`src/rtl/bin2bcd_seq.sv`:
```
// Sequential shift-and-add-3 binary-to-BCD converter, one input bit per clock, start/ready/done handshake.
// Optional two's-complement input: define BIN2BCD_SIGNED_EN.
module bin2bcd_seq #(
  parameter int BIN_W  = 32,
  parameter int DIGITS = 10
) (
  input  logic                  clk,
  input  logic                  rst,
  input  logic                  start,
  input  logic [BIN_W-1:0]      bin,
  output logic                  ready,
  output logic                  done,
  output logic [4*DIGITS-1:0]   bcd,
  output logic                  overflow,
  output logic                  neg
);

  localparam int CNT_W = $clog2(BIN_W + 1);
  localparam int BCD_W = 4 * DIGITS;

  typedef enum logic [1:0] {S_IDLE, S_SHIFT, S_FIN} state_t;

  state_t           state;
  logic [BIN_W-1:0] sreg;
  logic [BCD_W-1:0] work;
  logic [BCD_W-1:0] adj;
  logic             ovf;
  logic [CNT_W-1:0] cnt;
  logic [BIN_W-1:0] mag;

`ifdef BIN2BCD_SIGNED_EN
  logic sign_r;
  // Magnitude taken as unsigned BIN_W bits so the most negative value converts exactly.
  assign mag = bin[BIN_W-1] ? (~bin + BIN_W'(1)) : bin;
`else
  assign mag = bin;
  assign neg = 1'b0;
`endif

  // Digit correction: no carry leaves a digit, the top digit's MSB is what overflows.
  always_comb begin
    adj = '0;
    for (int d = 0; d < DIGITS; d++) begin
      adj[4*d +: 4] = work[4*d +: 4] + ((work[4*d +: 4] >= 4'd5) ? 4'd3 : 4'd0);
    end
  end

  always_ff @(posedge clk) begin
    if (rst) begin
      state    <= S_IDLE;
      ready    <= 1'b1;
      done     <= 1'b0;
      bcd      <= '0;
      overflow <= 1'b0;
      sreg     <= '0;
      work     <= '0;
      ovf      <= 1'b0;
      cnt      <= '0;
`ifdef BIN2BCD_SIGNED_EN
      sign_r   <= 1'b0;
      neg      <= 1'b0;
`endif
    end else begin
      done <= 1'b0;
      case (state)
        S_IDLE: begin
          if (start) begin
            sreg  <= mag;
            work  <= '0;
            ovf   <= 1'b0;
            cnt   <= CNT_W'(BIN_W);
            ready <= 1'b0;
            state <= S_SHIFT;
`ifdef BIN2BCD_SIGNED_EN
            sign_r <= bin[BIN_W-1];
`endif
          end
        end
        S_SHIFT: begin
          work <= {adj[BCD_W-2:0], sreg[BIN_W-1]};
          sreg <= {sreg[BIN_W-2:0], 1'b0};
          ovf  <= ovf | adj[BCD_W-1];
          cnt  <= cnt - CNT_W'(1);
          if (cnt == CNT_W'(1)) state <= S_FIN;
        end
        S_FIN: begin
          bcd      <= work;
          overflow <= ovf;
          done     <= 1'b1;
          ready    <= 1'b1;
          state    <= S_IDLE;
`ifdef BIN2BCD_SIGNED_EN
          neg      <= sign_r;
`endif
        end
        default: state <= S_IDLE;
      endcase
    end
  end

endmodule

```
`config.mk`:
```
export PLATFORM = sky130hd
export DESIGN_NAME = bin2bcd_seq
export DESIGN_NICKNAME = d
export VERILOG_FILES = /design/src/rtl/bin2bcd_seq.sv
export SDC_FILE = /design/constraint.sdc
export NUM_CORES = 1
export LEC_CHECK = 0
export CAP_MARGIN = 20
export CORE_MARGIN = 2
export CORE_UTILIZATION = 52
export CTS_CLUSTER_SIZE = 16
export DETAILED_ROUTE_END_ITERATION = 6
export GPL_ROUTABILITY_DRIVEN = 0
export PLACE_DENSITY = 0.81
export SLEW_MARGIN = 20
export SYNTH_ARGS = -nofsm -noshare
export SYNTH_HDL_FRONTEND = slang
export SYNTH_SLANG_ARGS = --single-unit
```
`constraint.sdc`:
```
create_clock -name clk -period 2.8 [get_ports clk]
set_input_delay 0.42 -clock clk [delete_from_list [all_inputs] [get_ports clk]]
set_output_delay 0.42 -clock clk [all_outputs]
set_load 0.01 [all_outputs]
```
-- Word level (Yosys, flattened, before mapping)
Index checks and enable logic that the tools add are counted.
- bits in registers: 124
- latch bits: 0
- bits in writable memories: 0
- ROM bits: 0
- input port bits: 35
- output and inout bits: 44
- logic and storage cells: 65
- memories kept: 0
- $add $sub $neg: 11
- multiply operators: 0
- divide/modulo/power cells: 0
- order comparisons: 10
- equality and inequality tests: 5
- shift-type cells: 0
- muxes and demuxes: 23
- bitwise logic cells: 1
- reductions and logical operators: 6
- operators with widths (operator ; count):
    one-hot mux 40 bit (2 select lines) ; 1
    one-hot mux 32 bit (2 select lines) ; 1
    adder 4 x 2 -> 4 bit ; 10
    >= comparator 4 x 3 -> 1 bit (second input constant) ; 10
    two-way mux 40 bit ; 1
    two-way mux 32 bit ; 1
    two-way mux 2 bit ; 12
    one-hot mux 6 bit (2 select lines) ; 1
    == test 6 x 1 -> 1 bit (second input constant) ; 1
    two-way mux 6 bit ; 1
    AND reduction 2 bit ; 3
    subtractor 6 x 1 -> 6 bit (second input constant) ; 1
    != test 2 bit (second input constant) ; 2
    one-hot mux 1 bit (2 select lines) ; 2
    one-hot mux 2 bit (2 select lines) ; 1
    nonzero test 2 bit ; 2
    == test 2 x 1 -> 1 bit (second input constant) ; 1
    == test 2 bit (second input constant) ; 1
    logical NOT 2 bit ; 1
    two-way mux 1 bit ; 2
    bitwise OR 1 bit ; 1

-- Depth between registers and ports, before layout
- word-level depth: 5
- depth in mapped cells: 8
- gate-level depth less buffers: 8

-- Least setup slack after synthesis
No wires, ideal clock.
- kind: register -> register
- start point: register work[21]
- end point: register work[23]
- library setup time: 0.128 ns
- arrival time: 1.512 ns
- required time: 2.672 ns
- path slack: 1.161 ns
- stages on the path, launching flop included: 8
- clock period less this slack: 1.639 ns
- cell sequence: dfxtp_1 > o21ai_0 > nand2b_1 > ha_1 > fa_1 > xor2_1 > a22oi_1 > nor2_1
- longest elaborated chain between the ends: 4
- RTL lines (element ; line ; RTL):
    from (decl) ; 25 ; logic [BCD_W-1:0] work;
    from (signal assigned) ; 80 ; work <= {adj[BCD_W-2:0], sreg[BIN_W-1]};
    >= comparator 4 x 3 -> 1 bit ; 44 ; adj[4*d +: 4] = work[4*d +: 4] + ((work[4*d +: 4] >= 4'd5) ? 4'd3 : 4'd0);
    two-way mux 2 bit ; 44 ;
    adder 4 x 2 -> 4 bit * ; 44 ;
    one-hot mux 40 bit (2 select lines) * ; 65 ; case (state)
Mark *: on every way between the ends. The rest lies on a longest branch, timed or not.
A chain may end at the register's enable or synchronous reset.

-- Final worst setup path
- start point: register state[0]
- end point: register cnt[4]
- longest elaborated chain between the ends: 3
- elaborated cells between the ends (all ways): 6
- classes of those cells: eq/ne: 2; mux: 1; reduce/logical: 3
- RTL lines (element ; line ; RTL):
    from (decl) ; 23 ; state_t state;
    from (signal assigned) ; 50 ; state <= S_IDLE;
    from (signal assigned) ; 73 ; state <= S_SHIFT;
    from (signal assigned) ; 84 ; if (cnt == CNT_W'(1)) state <= S_FIN;
    == test 2 x 1 -> 1 bit or logical NOT 2 bit (tied branches) ; 65 ;
    nonzero test 2 bit (no source line) or != test 2 bit (tied branches) ; n/a ;
    AND reduction 2 bit (no source line) ; n/a ;
    to (signal assigned) ; 71 ; cnt <= CNT_W'(BIN_W);
    to (signal assigned) ; 83 ; cnt <= cnt - CNT_W'(1);
    to (decl) ; 28 ; logic [CNT_W-1:0] cnt;
Several ways; a longest one is shown, not always the timed one.

==> impl_metrics.yaml <==
global_routing:
  grt_pass1_vias: 4261
  overflow: 0
  grtUsageMet1_pct: 27.76
  grt_pass1_wl_um: 20100
  antenna_found_initial: 0
  grt.busiest_layer: "met2"
  grt_max_degree: 41
  grt_use_total_pct: 22.49
  met2_usage_pct: 37.79
  met3_usage_pct: 5.442
synth:
  syn_nets: 629
  ys_types: 39
  netlist_area_um2: 5351
  synth_edf_count: 0
  ys.flop_type: "dfxtp_1"
  syn_area_per_cell_um2: 9.522
  synthArstFlopShare_pct: 0
  ys_warn_count: 0
  synth_seq_area_share_pct: 46.39
  synth_cells: 562
  ys_seq_elements: 124
clock_tree:
  cts_hold_buf: 0
  max-clock-path-buffers: 2
  cts_buffers: 17
  cts_sinks: 124
  postCtsResizedCells: 0
  post-cts-setup-buffer-count: 0
  root_buffer: "clkbuf_8"
  htree_levels: 4
  clk_pin_slew_ns: 0.06
  clock_latency_ns: 0.52
  cts_tree: "built"
critical_path:
  reg2reg_depth: 3
  setup.worst_path.start_class: "flop"
  critPathKind: "reg2reg"
  cp-end-kind: "flop"
  worstPathMaxFanout: 40
  path_cells: "nor2b_4 -> a31oi_1 -> a311oi_1"
  worstPathRequired_ns: 3.22
  rr_startpoint: "state[0]"
  max_stage_delay_ns: 0.82
  crit_family: "simple AND/OR/NAND/NOR gates"
  crit_start: "state[0]"
  timing.rr.end: "cnt[4]"
  r2r_slack_ns: 0.86
  path_buf_inv: 0
  arrival_ns: 2.36
  crit_slowest_cell: "nor2b_4"
routing:
  drcViolationCount: 0
  wl_um: 11800
  first_pass_iters: 7
  wl_per_cell_um: 15.20
  vias_per_cell: 5.692
  drt_iter0_markers: 263
  ant_nets: 0
  vias: 4417
min_path:
  hold_class: "in2reg"
  holdCritStartpoint: "rst"
  holdPathStages: 2
  hold_end: "cnt[3]"
floorplan:
  fp-row-count: 37
  start_util_pct: 52.78
  pin_count: 79
  core_um2: 10140
  dieArea_um2: 11120
  die_y_um: 105.4
  die_width_um: 105.4
sta:
  worstMarginPinSlew_ns: 0.9392
  rsz0062_at_grt: "false"
  hold_viol_final: 0
  tns_ns: 0
  min_period_over_period_pct: 69.21
  relSlewSlack_pct: 37.25
  min_period_ns: 1.938
  setup_viol: 0
  hold_ws_ns: 0.2915
  clock_skew_ns: 0.008218
  fmax_mhz: 516.1
  slew_violations: 0
final_layout:
  drive_gt1_share_pct: 7.813
  multiInputGateArea_um2: 2549
  fin_nets: 694
  diodes: 0
  n_fill_cell: 716
  area.sequential_um2: 2482
  areaGrowthSynthToFinish_pct: 27.36
placed_design:
  dpl.hpwl_um: 7654
  port_buffers: 77
power:
  peakVddDrop_v: 0.0003608
  powerDensity_nw_per_um2: 653.5
  cellLeakagePower_nw: 2.725
run:
  drv_cap: 0
status:
  status: "completed"
[placed cells by master (no fill, tap or decap), types with 2 or more instances in the layout]
master and instances:
inv_1 38, clkdlybuf4s50_1 76, o21ai_0 12, a22oi_1 11, clkbuf_8 3, dfxtp_1 124, or3_1 4, a311oi_1 32
o32ai_1 9, clkbuf_16 16, fa_1 10, clkbuf_1 2, clkinvlp_4 3, a22o_1 54, a21oi_1 13, nor3_1 2
nand2_1 66, a31oi_1 2, ha_1 22, xor2_1 3, bufinv_16 4, clkinv_2 3, a221o_1 9, nor2_1 62
buf_4 12, or3b_2 2, o211a_1 9, xnor2_1 8, nand2b_1 12
[how the worst max path moves through the flow]
| stage | cells past startpoint | end | slack (ns) |
|---|---|---|---|
| 2_1_floorplan | 7 | work[23] | 1.16 |
| 3_3_place_gp | 5 | work[24] | 0.79 |
| 3_5_place_dp | 5 | sreg[11] | 0.71 |
| 4_1_cts | 3 | cnt[4] | 0.90 |
| 5_1_grt | 3 | cnt[4] | 0.69 |
| 6_report | 3 | cnt[4] | 0.86 |
[flip-flops by register name, summed over array words and instances, names as in the netlist]
signal and count:
sreg 32, bcd 40, work 40, ready 1, overflow 1, state 2
ovf 1, done 1, cnt 6
[report_power, final]
group          internal, mW  switching [mW]
clock                  1.49           0.776
sequential             1.83          0.0380
combinational         0.132           0.192
[synth_stat cells (10+ instances only)]
cell type / instances / area, um2
a22o_1: 54 / 473.0
inv_1: 38 / 142.6
nand2b_1: 12 / 75.07
nor2_1: 62 / 232.7
a21oi_1: 14 / 70.07
a311oi_1: 32 / 280.3
dfxtp_1: 124 / 2482
nand2_1: 66 / 247.7
a22oi_1: 11 / 82.58
buf_2: 17 / 85.08
fa_1: 10 / 200.2
o21ai_0: 12 / 60.06
clkbuf_1: 19 / 71.32
ha_1: 22 / 275.3
[routing by layer]
metal	part of all wire, %	routed length [um]
met3	5.0	591
met2	50	5841
met4	1.7	198
met5	0	0
met1	44	5165
[area by class of cell]
type | count | share of cell area [%]
clock buffers | 21 | 6.591
clock inverters | 11 | 2.442
inverters | 38 | 2.093
multi-input cells | 357 | 37.40
flip-flops and latches | 124 | 36.42
well taps | 136 | 2.497
repair buffers | 89 | 12.56
[kinds of logic (layout without fill, tap and decap cells)]
group           count (synthesis)  in the layout  share of synthesized area, %
other cells                     1              1                       0.07008
flops                         124            124                         46.39
buf+inv                        81            159                         6.430
xor+xnor                       11             11                         1.800
compound gates                158            158                         24.06
fa+ha+maj                      32             32                         8.885
simple gates                  155            155                         12.37
[per-stage QoR]
step                power (mW)  util (%)  setup slack [ns]  instances  cell area (um2)
floorplan                2.109         -             1.161        562             5351
global placement         2.206     61.15            0.7943        744             6200
detailed placement       2.223     61.15            0.7069        744             6200
CTS                      4.470     67.22            0.8973        776             6815
global route             4.604     67.22            0.6911        776             6815
finish                   4.454     67.22            0.8622        776             6815
No activity file was read; power rests on OpenSTA's default activity.
